## src/rtl/latch_fifo_if.sv

```systemverilog
// Producer/consumer bundle for latch_fifo: write request, registered read word,
// occupancy and sticky error flags.
interface latch_fifo_if #(
    parameter int WIDTH = 8,
    parameter int DEPTH = 4
);
    logic                       wr_en;
    logic [WIDTH-1:0]           wr_data;
    logic                       rd_en;
    logic [WIDTH-1:0]           rd_data;
    logic                       rd_valid;
    logic                       full;
    logic                       empty;
    logic [$clog2(DEPTH+1)-1:0] count;
    logic                       overflow;
    logic                       underflow;

    modport master (
        output wr_en, wr_data, rd_en,
        input  rd_data, rd_valid, full, empty, count, overflow, underflow
    );

    modport slave (
        input  wr_en, wr_data, rd_en,
        output rd_data, rd_valid, full, empty, count, overflow, underflow
    );
endinterface

```

## src/rtl/latch_fifo.sv

```systemverilog
// Synchronous FIFO of DEPTH x WIDTH words with a registered, holding read port,
// full/empty back-pressure, occupancy count and sticky overflow/underflow flags.
module latch_fifo #(
    parameter int WIDTH = 8,
    parameter int DEPTH = 4
) (
    input  logic          clk,
    input  logic          rst_n,
    latch_fifo_if.slave   bus
);
    localparam int PW = $clog2(DEPTH);
    localparam int CW = $clog2(DEPTH+1);

    logic [WIDTH-1:0] r_mem [DEPTH];
    logic [PW-1:0]    r_wp;
    logic [PW-1:0]    r_rp;
    logic [CW-1:0]    r_count;
    logic [WIDTH-1:0] r_rd_data;
    logic             r_rd_valid;
    logic             r_overflow;
    logic             r_underflow;

    logic             w_full;
    logic             w_empty;
    logic             w_wr_accept;
    logic             w_rd_accept;

    assign w_full      = (r_count == CW'(DEPTH));
    assign w_empty     = (r_count == '0);
    assign w_wr_accept = bus.wr_en && !w_full;
    assign w_rd_accept = bus.rd_en && !w_empty;

    // Storage is never reset; stale words are unreachable once the pointers clear.
    always_ff @(posedge clk) begin
        if (w_wr_accept) begin
            r_mem[r_wp] <= bus.wr_data;
        end
    end

    always_ff @(posedge clk) begin
        if (!rst_n) begin
            r_wp        <= '0;
            r_rp        <= '0;
            r_count     <= '0;
            r_rd_data   <= '0;
            r_rd_valid  <= 1'b0;
            r_overflow  <= 1'b0;
            r_underflow <= 1'b0;
        end else begin
            r_rd_valid <= w_rd_accept;
            if (w_wr_accept) begin
                r_wp <= r_wp + 1'b1;
            end
            if (w_rd_accept) begin
                r_rd_data <= r_mem[r_rp];
                r_rp      <= r_rp + 1'b1;
            end
            case ({w_wr_accept, w_rd_accept})
                2'b10:   r_count <= r_count + 1'b1;
                2'b01:   r_count <= r_count - 1'b1;
                default: r_count <= r_count;
            endcase
            if (bus.wr_en && w_full) begin
                r_overflow <= 1'b1;
            end
            if (bus.rd_en && w_empty) begin
                r_underflow <= 1'b1;
            end
        end
    end

    assign bus.rd_data   = r_rd_data;
    assign bus.rd_valid  = r_rd_valid;
    assign bus.full      = w_full;
    assign bus.empty     = w_empty;
    assign bus.count     = r_count;
    assign bus.overflow  = r_overflow;
    assign bus.underflow = r_underflow;
endmodule

```

## src/flat_wrapper.sv

```systemverilog
// flat-port wrapper written by rule: the top's interface ports become plain ports
module latch_fifo_flat 
#(
    parameter int WIDTH = 8,
    parameter int DEPTH = 4
)
  (clk, rst_n, bus_wr_en, bus_wr_data, bus_rd_en, bus_rd_data, bus_rd_valid, bus_full, bus_empty, bus_count, bus_overflow, bus_underflow);
  latch_fifo_if #(.WIDTH(WIDTH), .DEPTH(DEPTH)) bus_i ();
  input  logic clk;
  input  logic rst_n;
  input wire logic [$bits(bus_i.wr_en)-1:0] bus_wr_en;
  input wire logic [$bits(bus_i.wr_data)-1:0] bus_wr_data;
  input wire logic [$bits(bus_i.rd_en)-1:0] bus_rd_en;
  output wire logic [$bits(bus_i.rd_data)-1:0] bus_rd_data;
  output wire logic [$bits(bus_i.rd_valid)-1:0] bus_rd_valid;
  output wire logic [$bits(bus_i.full)-1:0] bus_full;
  output wire logic [$bits(bus_i.empty)-1:0] bus_empty;
  output wire logic [$bits(bus_i.count)-1:0] bus_count;
  output wire logic [$bits(bus_i.overflow)-1:0] bus_overflow;
  output wire logic [$bits(bus_i.underflow)-1:0] bus_underflow;
  assign bus_i.wr_en = bus_wr_en;
  assign bus_i.wr_data = bus_wr_data;
  assign bus_i.rd_en = bus_rd_en;
  assign bus_rd_data = bus_i.rd_data;
  assign bus_rd_valid = bus_i.rd_valid;
  assign bus_full = bus_i.full;
  assign bus_empty = bus_i.empty;
  assign bus_count = bus_i.count;
  assign bus_overflow = bus_i.overflow;
  assign bus_underflow = bus_i.underflow;
  latch_fifo #(.WIDTH(WIDTH), .DEPTH(DEPTH)) u_core (.clk(clk), .rst_n(rst_n), .bus(bus_i));
endmodule
```

## config.mk

```make
export PLATFORM = sky130hd
export DESIGN_NAME = latch_fifo_flat
export DESIGN_NICKNAME = d
export VERILOG_FILES = /design/src/rtl/latch_fifo_if.sv /design/src/rtl/latch_fifo.sv /design/src/flat_wrapper.sv
export SDC_FILE = /design/constraint.sdc
export NUM_CORES = 1
export LEC_CHECK = 0
export BUFFER_PORTS_ARGS = -buffer_cell sky130_fd_sc_hd__buf_4
export CORE_ASPECT_RATIO = 1.1
export CORE_UTILIZATION = 40
export CTS_CLUSTER_DIAMETER = 120
export DETAILED_ROUTE_END_ITERATION = 7
export PLACE_DENSITY = 0.58
export SYNTH_ARGS = -nofsm -noshare
export SYNTH_HDL_FRONTEND = slang
export SYNTH_SLANG_ARGS = --single-unit
```

## constraint.sdc

```tcl
create_clock -name clk -period 3.05 [get_ports clk]
set_input_delay 0.4575 -clock clk [delete_from_list [all_inputs] [get_ports clk]]
set_output_delay 0.4575 -clock clk [all_outputs]
set_load 0.005 [all_outputs]
```

==> summary.md, run 1 <==
| Metric | Value |
|---|---|
| Outcome | `completed` |
| Crit path launch type | `flip-flop` |
| Post-Syn Area per Cell | `approximately 15 sq um` |
| Hold_ws | `around 0.35 ns` |
| Core Region | `between 4000 and 5000 sq um` |
| TritonCTS buffer count | `5` |
| Mapped cell area | `slightly below 2000 sq um` |
| Global Route Usage Sum | `0.133` |
| Routed len/inst | `between 10 and 15 um` |
| Worst Skew | `approximately 0.008 ns` |
| Critical path class | `flip-flop to flip-flop` |
| # nets final | `about 170` |
| Pwr Density | `between 700 and 800 nW/um^2` |
| Io pins | `28` |
| Post-route minimum period | `2.51 ns` |
| RSZ-0062 raised after global routing | `no` |
| Area grow syn2layout | `17.0%` |
| Final cell count without fillers | `213` |
| Synth area leaders | `edfxtp_1 (48%), dfxtp_1 (18%), mux4_2 (9.1%)` |
| Total gr overflow | `0` |
| Max clock buf depth | `2` |
| Post-layout util | `0.492` |
| Setup violation total in the final timing report | `0` |
| Max FO, Critical Path | `7` |
| Inserted Diodes | `0` |
| Row cnt | `26` |
| Worst-path clk slew | `approximately 0.09 ns` |
| CP max stage cell | `or3b_1` |
| DRC Markers | `0` |
| Via count | `around 1100` |
| Sink Count | `50` |
| Final design area excluding fillers | `2320 sq um` |
| DPL Wire Length | `about 2200 um` |
| Cts repair resizes | `0` |
| R2R Path End | `u_core.bus.count[2]$_SDFFE_PN0P_` |
| 1st-iter DRT viols | `45` |
| CP Capture Type | `flip-flop` |
| Hold Crit Start | `bus_wr_data[5]` |
| Max Cap Viol | `0` |
| Die area | `around 5200 sq um` |
| Crit path to | `u_core.bus.count[2]$_SDFFE_PN0P_` |
| Fin. Hold Viols | `0` |
| Port Buffer Count | `27` |
| Syn nets | `~150` |
| #FFs+latches synth | `50` |
| DRT Pass-1 Iters | `4` |
| Hold Path Class | `input pin to flip-flop` |
| Initial antenna violation count | `0` |
| VDD IR max | `approximately 0.00026 V` |
| Largest net degree at the start of global routing | `17` |
| Antenna viol nets, final | `0` |
| Fmax | `roughly 0.4 GHz` |
| Slew @ Worst Pin | `approximately 0.65 ns` |
| Max Slew Vio Count | `0` |
| Post-CTS Setup Inserts | `0` |
| Placed cell count | `205` |
| Root buffer cell | `clkbuf_8` |
| Sequential share of the synthesized area | `0.667` |
| Cell count after synthesis | `~130` |
| Reg-to-Reg Start | `u_core.bus.count[2]$_SDFFE_PN0P_` |
| Cell area after placement | `2210 sq um` |
| TNS Setup | `0 ns` |
| Via density | `5.06` |
| Req. time, crit path | `3.28 ns` |
| Routability Congestion | `a little under 0.7` |
| Initial core utilization | `0.420` |
| Final WL | `about 3100 um` |
| Synth unique cells | `30` |
| Skew-Pair Late Insertion Delay | `0.30 ns` |
| Worst R2R Path Depth | `10` |
| Leakage | `between 0.0008 and 0.0009 uW` |
| Top cell type by total area after synthesis | `edfxtp_1` |
| CTS tree | `built` |
| Reg-to-reg slack, setup | `around 0.54 ns` |
| Final cycle utilization of the critical path | `0.822` |
| H-tree levels | `2` |
| Number of global-route vias before repair | `1083` |
| Crit path top cell by count | `inv_1` |
| WP data arrival | `2.74 ns` |
| Global-route wire length before repair | `slightly above 5000 um` |
| Die Width | `69.1 um` |
| Share of Yosys cell area claimed by the top area cell type | `0.485` |
| Crit-path cells | `or3b_1 -> clkinv_8 -> nor2_1 -> inv_1 -> ha_1 -> inv_1 -> fa_1 -> xor2_1 -> or3_2 -> a21oi_1` |
| Rel. slew slack | `0.565` |
| Syn. warnings | `0` |
| Layout cells sized above 1 | `0.338` |
| Most frequent cells in the layout | `edfxtp_1 (32), buf_4 (27), dfxtp_1 (18)` |
| Fillers | `roughly 410` |
| Die height | `about 76 um` |
| CTS hold repair buffers | `0` |
| Largest stage delay, worst path | `~0.54 ns` |
| Crit path from | `u_core.bus.count[2]$_SDFFE_PN0P_` |
| Commonest non-fill, non-tap cell in the layout | `edfxtp_1` |
report_power, final:
group	internal [uW]	switching, uW
clock	213	220
combinational	248	187
sequential	823	91.8
total	1280	498
registers in the layout (all words and copies together) (netlist names):
register              flops
u_core.r_wp               2
u_core.bus.rd_valid       1
u_core.bus.overflow       1
u_core.r_rp               2
u_core.r_mem             32
u_core.bus.rd_data        8
u_core.bus.underflow      1
u_core.bus.count          3
how the worst min path moves through the flow:
stage,to,cells after the start
4_1_cts,u_core.r_mem[3][5]$_DFFE_PP_,1
2_1_floorplan,u_core.bus.rd_data[0]$_SDFFE_PN0P_,2
5_1_grt,u_core.r_mem[1][5]$_DFFE_PP_,1
3_5_place_dp,u_core.bus.rd_data[0]$_SDFFE_PN0P_,2
3_3_place_gp,u_core.bus.rd_data[0]$_SDFFE_PN0P_,2
6_report,u_core.r_mem[2][5]$_DFFE_PP_,1
critical path, delay by kind of cell, from the launching register on:
family / cells / cell delay [ns]
flip-flops: 1 / 0.42
buffers and inverters: 3 / 0.21
adder cells (fa/ha/maj): 2 / 0.53
XOR/XNOR: 1 / 0.15
AND/OR/NAND/NOR: 3 / 0.98
AO/OA/AOI/OAI: 1 / 0.14
logic make-up after synthesis:
| logic type | after synthesis | synth area share |
|---|---|---|
| AOI/OAI and AO/OA | 19 | 0.0732 |
| xor gates and xnor gates | 4 | 0.0177 |
| adders and majority gates | 6 | 0.0417 |
| buffers and inverters | 15 | 0.0455 |
| DFF | 50 | 0.667 |
| muxes | 8 | 0.0909 |
| and+or+nand+nor | 26 | 0.0644 |
Yosys cell counts:
cell type / n
a21oi_1: 4
a21oi_2: 2
and2_1: 1
and3_2: 4
buf_2: 2
buf_4: 1
buf_6: 2
clkbuf_1: 1
clkinv_1: 1
clkinv_8: 1
dfxtp_1: 18
edfxtp_1: 32
fa_1: 1
ha_1: 5
inv_1: 7
mux4_2: 8
nand2_1: 8
nand3_1: 2
nor2_1: 8
nor3_1: 1
o21ai_0: 1
o21ai_1: 1
o21ai_2: 1
o2bb2ai_1: 8
o311ai_0: 1
o31a_2: 1
or3_2: 1
or3b_1: 1
xnor2_1: 1
xor2_1: 3
cell type report:
cell class / count / area [sq um] / share of cell area
well taps: 56 / 70.1 / 0.0302
inverters: 9 / 46.3 / 0.0200
clock buffers: 6 / 93.8 / 0.0405
flip-flops and latches: 50 / 1320 / 0.570
clock inverters: 2 / 13.8 / 0.00594
repair buffers: 27 / 203 / 0.0874
multi-input cells: 63 / 571 / 0.246
stage by stage:
stage | worst slack (ns) | total power (uW)
2_1_floorplan | 0.718 | 1220
3_3_place_gp | 0.620 | 1360
3_5_place_dp | 0.554 | 1380
4_1_cts | 0.530 | 1810
5_1_grt | 0.394 | 1890
6_report | 0.543 | 1780
layer usage:
| metal | up-vias | wire, um | global-route usage |
|---|---|---|---|
| met5 | - | 0 | 0 |
| li1 | 528 | - | - |
| met2 | 24 | 1560 | 0.225 |
| met1 | 517 | 1370 | 0.157 |
| met4 | 0 | 89 | 0.0884 |
| met3 | 9 | 108 | 0.0291 |
Note: power is estimated with default switching activity, not from simulation.
==> inputs of run 2 (changes only) <==
- ABC_AREA: unset -> 1
- PLACE_DENSITY: 0.58 -> 0.6
- clock period: 3.05 -> 2.19 ns (I/O delays scaled with it)
==> run 2 against run 1 <==
  * First-iteration DRC count is 53% higher
  * Combinational power is 110% higher
  * Design area is 15% higher
  * Critical path depth is 3 higher
  * Clock skew is 0.00085 ns lower
  * Non-clock buffer count is 6 higher
  * Sequential share of layout area is 7.5 points lower
  * Power is 60% higher
  * Largest cell class unchanged
==> summary.md, run 2 <==
| Metric | Value |
|---|---|
| Outcome | `completed (unchanged)` |
| Max clock buf depth | `2 (unchanged)` |
| # nets final | `302 (was 174)` |
| Layout cells sized above 1 | `0.207 (was 0.338)` |
| DPL Wire Length | `2770 um (was 2230 um)` |
| CP Capture Type | `flip-flop (unchanged)` |
| Max reg flops | `32 (unchanged)` |
| Hold depth | `1 (unchanged)` |
| Largest net degree at the start of global routing | `21 (was 17)` |
| Post-CTS Setup Inserts | `0 (unchanged)` |
| Share of Yosys cell area claimed by the top area cell type | `0.418 (was 0.485)` |
| Post-Syn Area per Cell | `9.15 sq um (was 15.5 sq um)` |
| Synth top cells by count | `nand2_1 (59), inv_1 (56), edfxtp_1 (32) (was edfxtp_1 (32), dfxtp_1 (18))` |
| Max FO, Critical Path | `20 (was 7)` |
| Core Region | `5470 sq um (was 4720 sq um)` |
| Antenna viol nets, final | `0 (unchanged)` |
| Number of global-route vias before repair | `1406 (was 1083)` |
| Worst-path clk slew | `0.09 ns (about the same)` |
| 1st-iter DRT viols | `69 (was 45)` |
| Via count | `1555 (was 1078)` |
| Critical path class | `flip-flop to flip-flop (unchanged)` |
| TritonCTS buffer count | `5 (unchanged)` |
| Post-synth top flop | `edfxtp_1 (unchanged)` |
| Top cell type by total area after synthesis | `edfxtp_1 (unchanged)` |
| Fin. Hold Viols | `0 (unchanged)` |
| Grt met3 use | `0.0405 (was 0.0291)` |
| Cts repair resizes | `0 (unchanged)` |
| Routability Congestion | `0.761 (was 0.685)` |
| Post-route minimum period | `1.83 ns (was 2.51 ns)` |
| GRT busiest layer | `met2 (unchanged)` |
| Die height | `81.5 um (was 75.8 um)` |
| Sink Count | `50 (unchanged)` |
| Row cnt | `28 (was 26)` |
| Via density | `4.32 (was 5.06)` |
| Slew @ Worst Pin | `0.651 ns (was 0.652 ns)` |
| Multi-input logic area | `659 sq um (was 571 sq um)` |
| R2R Path End | `u_core.bus.count[2]$_SDFFE_PN0P_ (unchanged)` |
| Port Buffer Count | `27 (unchanged)` |
| Hold Path End | `u_core.r_mem[2][0]$_DFFE_PP_ (was u_core.r_mem[2][5]$_DFFE_PP_)` |
| Setup violation total in the final timing report | `0 (unchanged)` |
| Synth unique cells | `23 (was 30)` |
| Max Slew Vio Count | `0 (unchanged)` |
| DRT Pass-1 Iters | `4 (unchanged)` |
| WP data arrival | `2.04 ns (was 2.74 ns)` |
| Rel. slew slack | `0.566 (was 0.565)` |
| Met2 Usage GRT | `0.258 (was 0.225)` |
| Global Route Usage Sum | `0.150 (was 0.133)` |
| Initial antenna violation count | `0 (unchanged)` |
| Hold Path Class | `input pin to flip-flop (unchanged)` |
| Area grow syn2layout | `16.3% (was 17.0%)` |
| H-tree levels | `2 (unchanged)` |
| Sequential share of the synthesized area | `0.575 (was 0.667)` |
| Cell area after placement | `2550 sq um (was 2210 sq um)` |
| Most flops, register | `u_core.r_mem (unchanged)` |
| Io pins | `28 (unchanged)` |
| Worst Skew | `0.00708 ns (was 0.00793 ns)` |
| Fillers | `537 (was 414)` |
| Worst R2R Path Depth | `13 (was 10)` |
| #FFs+latches synth | `50 (unchanged)` |
| Commonest non-fill, non-tap cell in the layout | `nand2_1 (was edfxtp_1)` |
| Post-synth EDFFs | `32 (unchanged)` |
| CTS tree | `built (unchanged)` |
| Reg-to-reg slack, setup | `0.36 ns (was 0.54 ns)` |
| RSZ-0062 raised after global routing | `no (unchanged)` |
| Die Width | `74.3 um (was 69.1 um)` |
| Root buffer cell | `clkbuf_8 (unchanged)` |
| Max Cap Viol | `0 (unchanged)` |
| Pwr Density | `1070 nW/um^2 (was 769 nW/um^2)` |
| Hold Crit Start | `bus_wr_data[0] (was bus_wr_data[5])` |
| Fmax | `0.545 GHz (was 0.399 GHz)` |
| Reg-to-Reg Start | `u_core.bus.count[1]$_SDFFE_PN0P_ (was u_core.bus.count[2]$_SDFFE_PN0P_)` |
| Register Area | `1320 sq um (unchanged)` |
| Most frequent cells in the layout | `nand2_1 (59), inv_1 (56), buf_4 (33) (was edfxtp_1 (32), buf_4 (27), dfxtp_1 (18))` |
| TNS Setup | `0 ns (unchanged)` |
| Syn nets | `269 (was 146)` |
| Inserted Diodes | `0 (unchanged)` |
| Met1 GRT Util | `0.175 (was 0.157)` |
| Total gr overflow | `0 (unchanged)` |
| Synth area leaders | `edfxtp_1 (42%), dfxtp_1 (16%), nand2_1 (9.6%) (was edfxtp_1 (48%), dfxtp_1 (18%), mux4_2 (9.1%))` |
| Initial core utilization | `0.420 (about the same)` |
| Mapped cell area | `2300 sq um (was 1980 sq um)` |
| Global-route wire length before repair | `6490 um (was 5160 um)` |
| CTS hold repair buffers | `0 (unchanged)` |
| Syn. warnings | `0 (unchanged)` |
| VDD IR max | `0.000384 V (was 0.000265 V)` |
| Most instantiated library cell after synthesis | `nand2_1 (was edfxtp_1)` |
| Final design area excluding fillers | `2670 sq um (was 2320 sq um)` |
| Req. time, crit path | `2.39 ns (was 3.28 ns)` |
| Die area | `6050 sq um (was 5240 sq um)` |
| Cell count after synthesis | `251 (was 128)` |
| Post-layout util | `0.489 (was 0.492)` |
| Skew-Pair Late Insertion Delay | `0.30 ns (about the same)` |
| Final cycle utilization of the critical path | `0.838 (was 0.822)` |
| Post-synth ARST share | `0 (unchanged)` |
| Final WL | `4070 um (was 3130 um)` |
| Crit path launch type | `flip-flop (unchanged)` |
| Leakage | `0.00127 uW (was 0.000843 uW)` |
| Routed len/inst | `11.3 um (was 14.7 um)` |
| DRC Markers | `0 (unchanged)` |
| Hold_ws | `0.224 ns (was 0.348 ns)` |
==> run 2: logic make-up after synthesis <==
kind of cell / count (synthesis) / share of synthesized area
flip-flops: 50 / 0.575
buffers and inverters: 67 / 0.138
AO/OA/AOI/OAI: 10 / 0.0234
AND/OR/NAND/NOR: 118 / 0.228
adder cells (fa/ha/maj): 6 / 0.0359
==> run 2: worst max-delay path by stage <==
stage                                           startpoint                          endpoint  slack, ns  depth (start not counted)
after detailed placement  u_core.bus.count[1]$_SDFFE_PN0P_  u_core.bus.count[2]$_SDFFE_PN0P_       0.36                         13
after global routing      u_core.bus.count[1]$_SDFFE_PN0P_  u_core.bus.count[2]$_SDFFE_PN0P_       0.20                         12
after CTS                 u_core.bus.count[1]$_SDFFE_PN0P_  u_core.bus.count[2]$_SDFFE_PN0P_       0.35                         13
final                     u_core.bus.count[1]$_SDFFE_PN0P_  u_core.bus.count[2]$_SDFFE_PN0P_       0.36                         13
after floorplan           u_core.bus.count[1]$_SDFFE_PN0P_  u_core.bus.count[2]$_SDFFE_PN0P_       0.46                         14
after global placement    u_core.bus.count[1]$_SDFFE_PN0P_  u_core.bus.count[2]$_SDFFE_PN0P_       0.42                         13
==> run 2: final cells by class <==
cell class	instances	area share
sequential	50	0.495
timing repair buffer	33	0.0927
tap	75	0.0351
clock inverter	1	0.0112
multi-input combinational	134	0.247
clock buffer	7	0.0323
inverter	60	0.0871
==> run 2: metal layers <==
layer / wire length [um] / vias up / part of all wire
met5: 0 / - / 0
met2: 1990 / 25 / 0.49
met3: 161 / 10 / 0.040
li1: - / 821 / -
met4: 104 / 0 / 0.026
met1: 1820 / 699 / 0.45
==> run 2: report_power, final <==
| group | internal, uW | total, uW | switching (uW) |
|---|---|---|---|
| sequential | 1160 | 1270 | 111 |
| combinational | 390 | 921 | 531 |
| clock | 373 | 667 | 294 |
==> run 2: metrics by stage <==
step | instances | setup slack, ns | total power, uW
finish | 360 | 0.356 | 2850
global route | 360 | 0.199 | 3070
CTS | 360 | 0.351 | 2900
detailed placement | 352 | 0.364 | 2230
global placement | 352 | 0.417 | 2210
floorplan | 251 | 0.463 | 1950
==> run 2: worst max-delay path, cell delays in order (launching register included) <==
cell and delay [ns]:
dfxtp_1 0.42, nor2_4 0.07, nand2_4 0.08, nand2_4 0.14, inv_2 0.09, ha_1 0.16
inv_1 0.06, fa_1 0.38, inv_1 0.06, nand2_1 0.04, nand3_1 0.08, nand2_1 0.06
nand2_1 0.05, nor2_1 0.04
==> inputs of run 3 (changes only) <==
- PLACE_DENSITY: 0.6 -> 0.57
- clock period: 2.19 -> 1.9 ns (I/O delays scaled with it)
==> run 3 against run 2 <==
  * Power increased by 20%
  * Via count decreased by 1.3%
  * Combinational power increased by 22%
  * Die area unchanged
  * Clock skew about the same
  * Sequential cell count unchanged
  * Count of clock-buffer cells in the layout decreased by 2
  * Critical path depth decreased by 1
  * Global-route usage increased by 0.11 points
  * Design area increased by 1.5%
  * Sequential share of layout area decreased by 0.66 points
  * Routed wire length decreased by 0.37%
  * Critical path type unchanged
  * Critical endpoint unchanged
==> summary.md, run 3 (synthesis results as in run 2) <==
| Metric | Value |
|---|---|
| DRT Pass-1 Iters | `4 (unchanged)` |
| R2R Path End | `u_core.bus.count[2]$_SDFFE_PN0P_ (unchanged)` |
| WP depth | `12 (was 13)` |
| Max reg flops | `32 (unchanged)` |
| Number of global-route vias before repair | `1397 (was 1406)` |
| Most frequent cells in the layout | `nand2_1 (59), inv_1 (56), buf_4 (34) (was nand2_1 (59), inv_1 (56), buf_4 (33))` |
| CP max stage cell | `fa_1 (was dfxtp_1)` |
| Routed len/inst | `11.2 um (was 11.3 um)` |
| Via count | `1535 (was 1555)` |
| Reg-to-reg slack, setup | `0.18 ns (was 0.36 ns)` |
| # nets final | `303 (was 302)` |
| Max FO, Critical Path | `7 (was 20)` |
| Max Cap Viol | `0 (unchanged)` |
| Placed cell count | `353 (was 352)` |
| Crit path launch type | `flip-flop (unchanged)` |
| Final cell count without fillers | `361 (was 360)` |
| Fin. Hold Viols | `0 (unchanged)` |
| Global Route Usage Sum | `0.151 (was 0.150)` |
| DRC Markers | `0 (unchanged)` |
| Inserted Diodes | `0 (unchanged)` |
| 1st-iter DRT viols | `37 (was 69)` |
| Largest net degree at the start of global routing | `20 (was 21)` |
| Crit path max-delay family | `simple AND/OR/NAND/NOR gates (unchanged)` |
| Routability Congestion | `0.745 (was 0.761)` |
| Sink Count | `50 (unchanged)` |
| Global-route wire length before repair | `6450 um (was 6490 um)` |
| Core Region | `5470 sq um (unchanged)` |
| Total gr overflow | `0 (unchanged)` |
| Final WL | `4060 um (was 4070 um)` |
| Max clock buf depth | `2 (unchanged)` |
| Tot Pwr | `3420 uW (was 2850 uW)` |
| H-tree levels | `2 (unchanged)` |
| Worst Skew | `0.00691 ns (was 0.00708 ns)` |
| Critical path class | `flip-flop to flip-flop (unchanged)` |
| Post-route minimum period | `1.72 ns (was 1.83 ns)` |
| Outcome | `completed (unchanged)` |
| Crit path to | `u_core.bus.count[2]$_SDFFE_PN0P_ (unchanged)` |
| Io pins | `28 (unchanged)` |
| DPL Wire Length | `2680 um (was 2770 um)` |
| Pwr Density | `1260 nW/um^2 (was 1070 nW/um^2)` |
| WP data arrival | `1.92 ns (was 2.04 ns)` |
| Max Slew Vio Count | `0 (unchanged)` |
| Post-CTS Setup Inserts | `0 (unchanged)` |
| TNS Setup | `0 ns (unchanged)` |
| Crit path buffers/inverters | `2 (was 3)` |
| Fmax | `0.582 GHz (was 0.545 GHz)` |
| VDD IR max | `0.000533 V (was 0.000384 V)` |
| Setup violation total in the final timing report | `0 (unchanged)` |
| Worst R2R Path Depth | `12 (was 13)` |
| Antenna viol nets, final | `0 (unchanged)` |
| Hold Path Class | `input pin to flip-flop (unchanged)` |
| Root buffer cell | `clkbuf_8 (unchanged)` |
| CTS tree | `built (unchanged)` |
| CP Capture Type | `flip-flop (unchanged)` |
| Port Buffer Count | `27 (unchanged)` |
| TritonCTS buffer count | `5 (unchanged)` |
| Final cycle utilization of the critical path | `0.904 (was 0.838)` |
| Area grow syn2layout | `18.1% (was 16.3%)` |
| Crit path from | `u_core.bus.count[0]$_SDFFE_PN0P_ (was u_core.bus.count[1]$_SDFFE_PN0P_)` |
| Req. time, crit path | `2.10 ns (was 2.39 ns)` |
| Commonest non-fill, non-tap cell in the layout | `nand2_1 (unchanged)` |
| Die Width | `74.3 um (unchanged)` |
| Die area | `6050 sq um (unchanged)` |
| Worst-path clk slew | `0.09 ns (about the same)` |
| CTS hold repair buffers | `0 (unchanged)` |
| Crit path top cell by count | `nand2_1 (unchanged)` |
| Via density | `4.25 (was 4.32)` |
| Row cnt | `28 (unchanged)` |
| Crit-path cells | `nor2_4 -> nand2_4 -> nand2_4 -> ha_1 -> inv_1 -> fa_1 -> inv_1 -> nand2_1 -> nand3_1 -> nand2_1 -> nand2_1 -> nor2_1 (was nor2_4 -> nand2_4 -> nand2_4 -> inv_2 -> ha_1 -> inv_1 -> fa_1 -> inv_1 -> nand2_1 -> nand3_1 -> nand2_1 -> nand2_1 -> nor2_1)` |
| Largest stage delay, worst path | `0.38 ns (was 0.42 ns)` |
| Hold_ws | `0.174 ns (was 0.224 ns)` |
| RSZ-0062 raised after global routing | `no (unchanged)` |
| Die height | `81.5 um (unchanged)` |
| Slew @ Worst Pin | `0.300 ns (was 0.651 ns)` |
| Skew-Pair Late Insertion Delay | `0.30 ns (about the same)` |
| Reg-to-Reg Start | `u_core.bus.count[0]$_SDFFE_PN0P_ (was u_core.bus.count[1]$_SDFFE_PN0P_)` |
| Most flops, register | `u_core.r_mem (unchanged)` |
| Initial core utilization | `0.420 (unchanged)` |
| Fillers | `533 (was 537)` |
| Layout cells sized above 1 | `0.220 (was 0.207)` |
| Initial antenna violation count | `0 (unchanged)` |
| Rel. slew slack | `0.799 (was 0.566)` |
| Leakage | `0.00130 uW (was 0.00127 uW)` |
[run 3: report_power, final]
part,switching (uW),internal [uW],total (uW)
sequential,88.4,1340,1420
clock,351,527,878
combinational,656,465,1120
[run 3: worst min path at each step]
| stage | from | end | slack, ns | depth (start not counted) |
|---|---|---|---|---|
| 2_1_floorplan | bus_wr_data[0] | u_core.r_mem[0][0]$_DFFE_PP_ | 0.38 | 0 |
| 3_3_place_gp | u_core.bus.overflow$_SDFFE_PN0P_ | u_core.bus.overflow$_SDFFE_PN0P_ | 0.44 | 2 |
| 3_5_place_dp | u_core.bus.overflow$_SDFFE_PN0P_ | u_core.bus.overflow$_SDFFE_PN0P_ | 0.44 | 2 |
| 4_1_cts | bus_wr_data[6] | u_core.r_mem[0][6]$_DFFE_PP_ | 0.16 | 1 |
| 5_1_grt | bus_wr_data[0] | u_core.r_mem[3][0]$_DFFE_PP_ | 0.16 | 1 |
| 6_report | bus_wr_data[6] | u_core.r_mem[0][6]$_DFFE_PP_ | 0.17 | 1 |
[run 3: layout make-up]
class	count	area, sq um	area share
multi-input cells	134	669	0.247
well taps	75	93.8	0.0346
repair buffers	34	255	0.0941
flip-flops and latches	50	1320	0.488
clock inverters	3	68.8	0.0254
inverters	60	233	0.0858
clock buffers	5	68.8	0.0254
[run 3: repair_timing]
item	in CTS	in global routing
hold endpoints to repair	0	0
setup endpoints to repair	0	1
gates resized for setup	0	4
[run 3: metal layers]
metal  share of wire  vias up  routed length [um]  track usage
met3           0.040        6                 163       0.0442
met1            0.46      672                1860        0.183
met4           0.017        0                  68       0.0623
met2            0.48       34                1970        0.253
li1                -      823                   -            -
met5               0        -                   0            0
[run 3: through the flow]
| stage | util | setup WS, ns | cell area (sq um) |
|---|---|---|---|
| 3_5_place_dp | 0.469 | 0.117 | 2560 |
| 5_1_grt | 0.496 | 0.00517 | 2710 |
| 2_1_floorplan | - | 0.173 | 2300 |
| 6_report | 0.496 | 0.182 | 2710 |
| 3_3_place_gp | 0.469 | 0.156 | 2560 |
| 4_1_cts | 0.494 | 0.109 | 2700 |
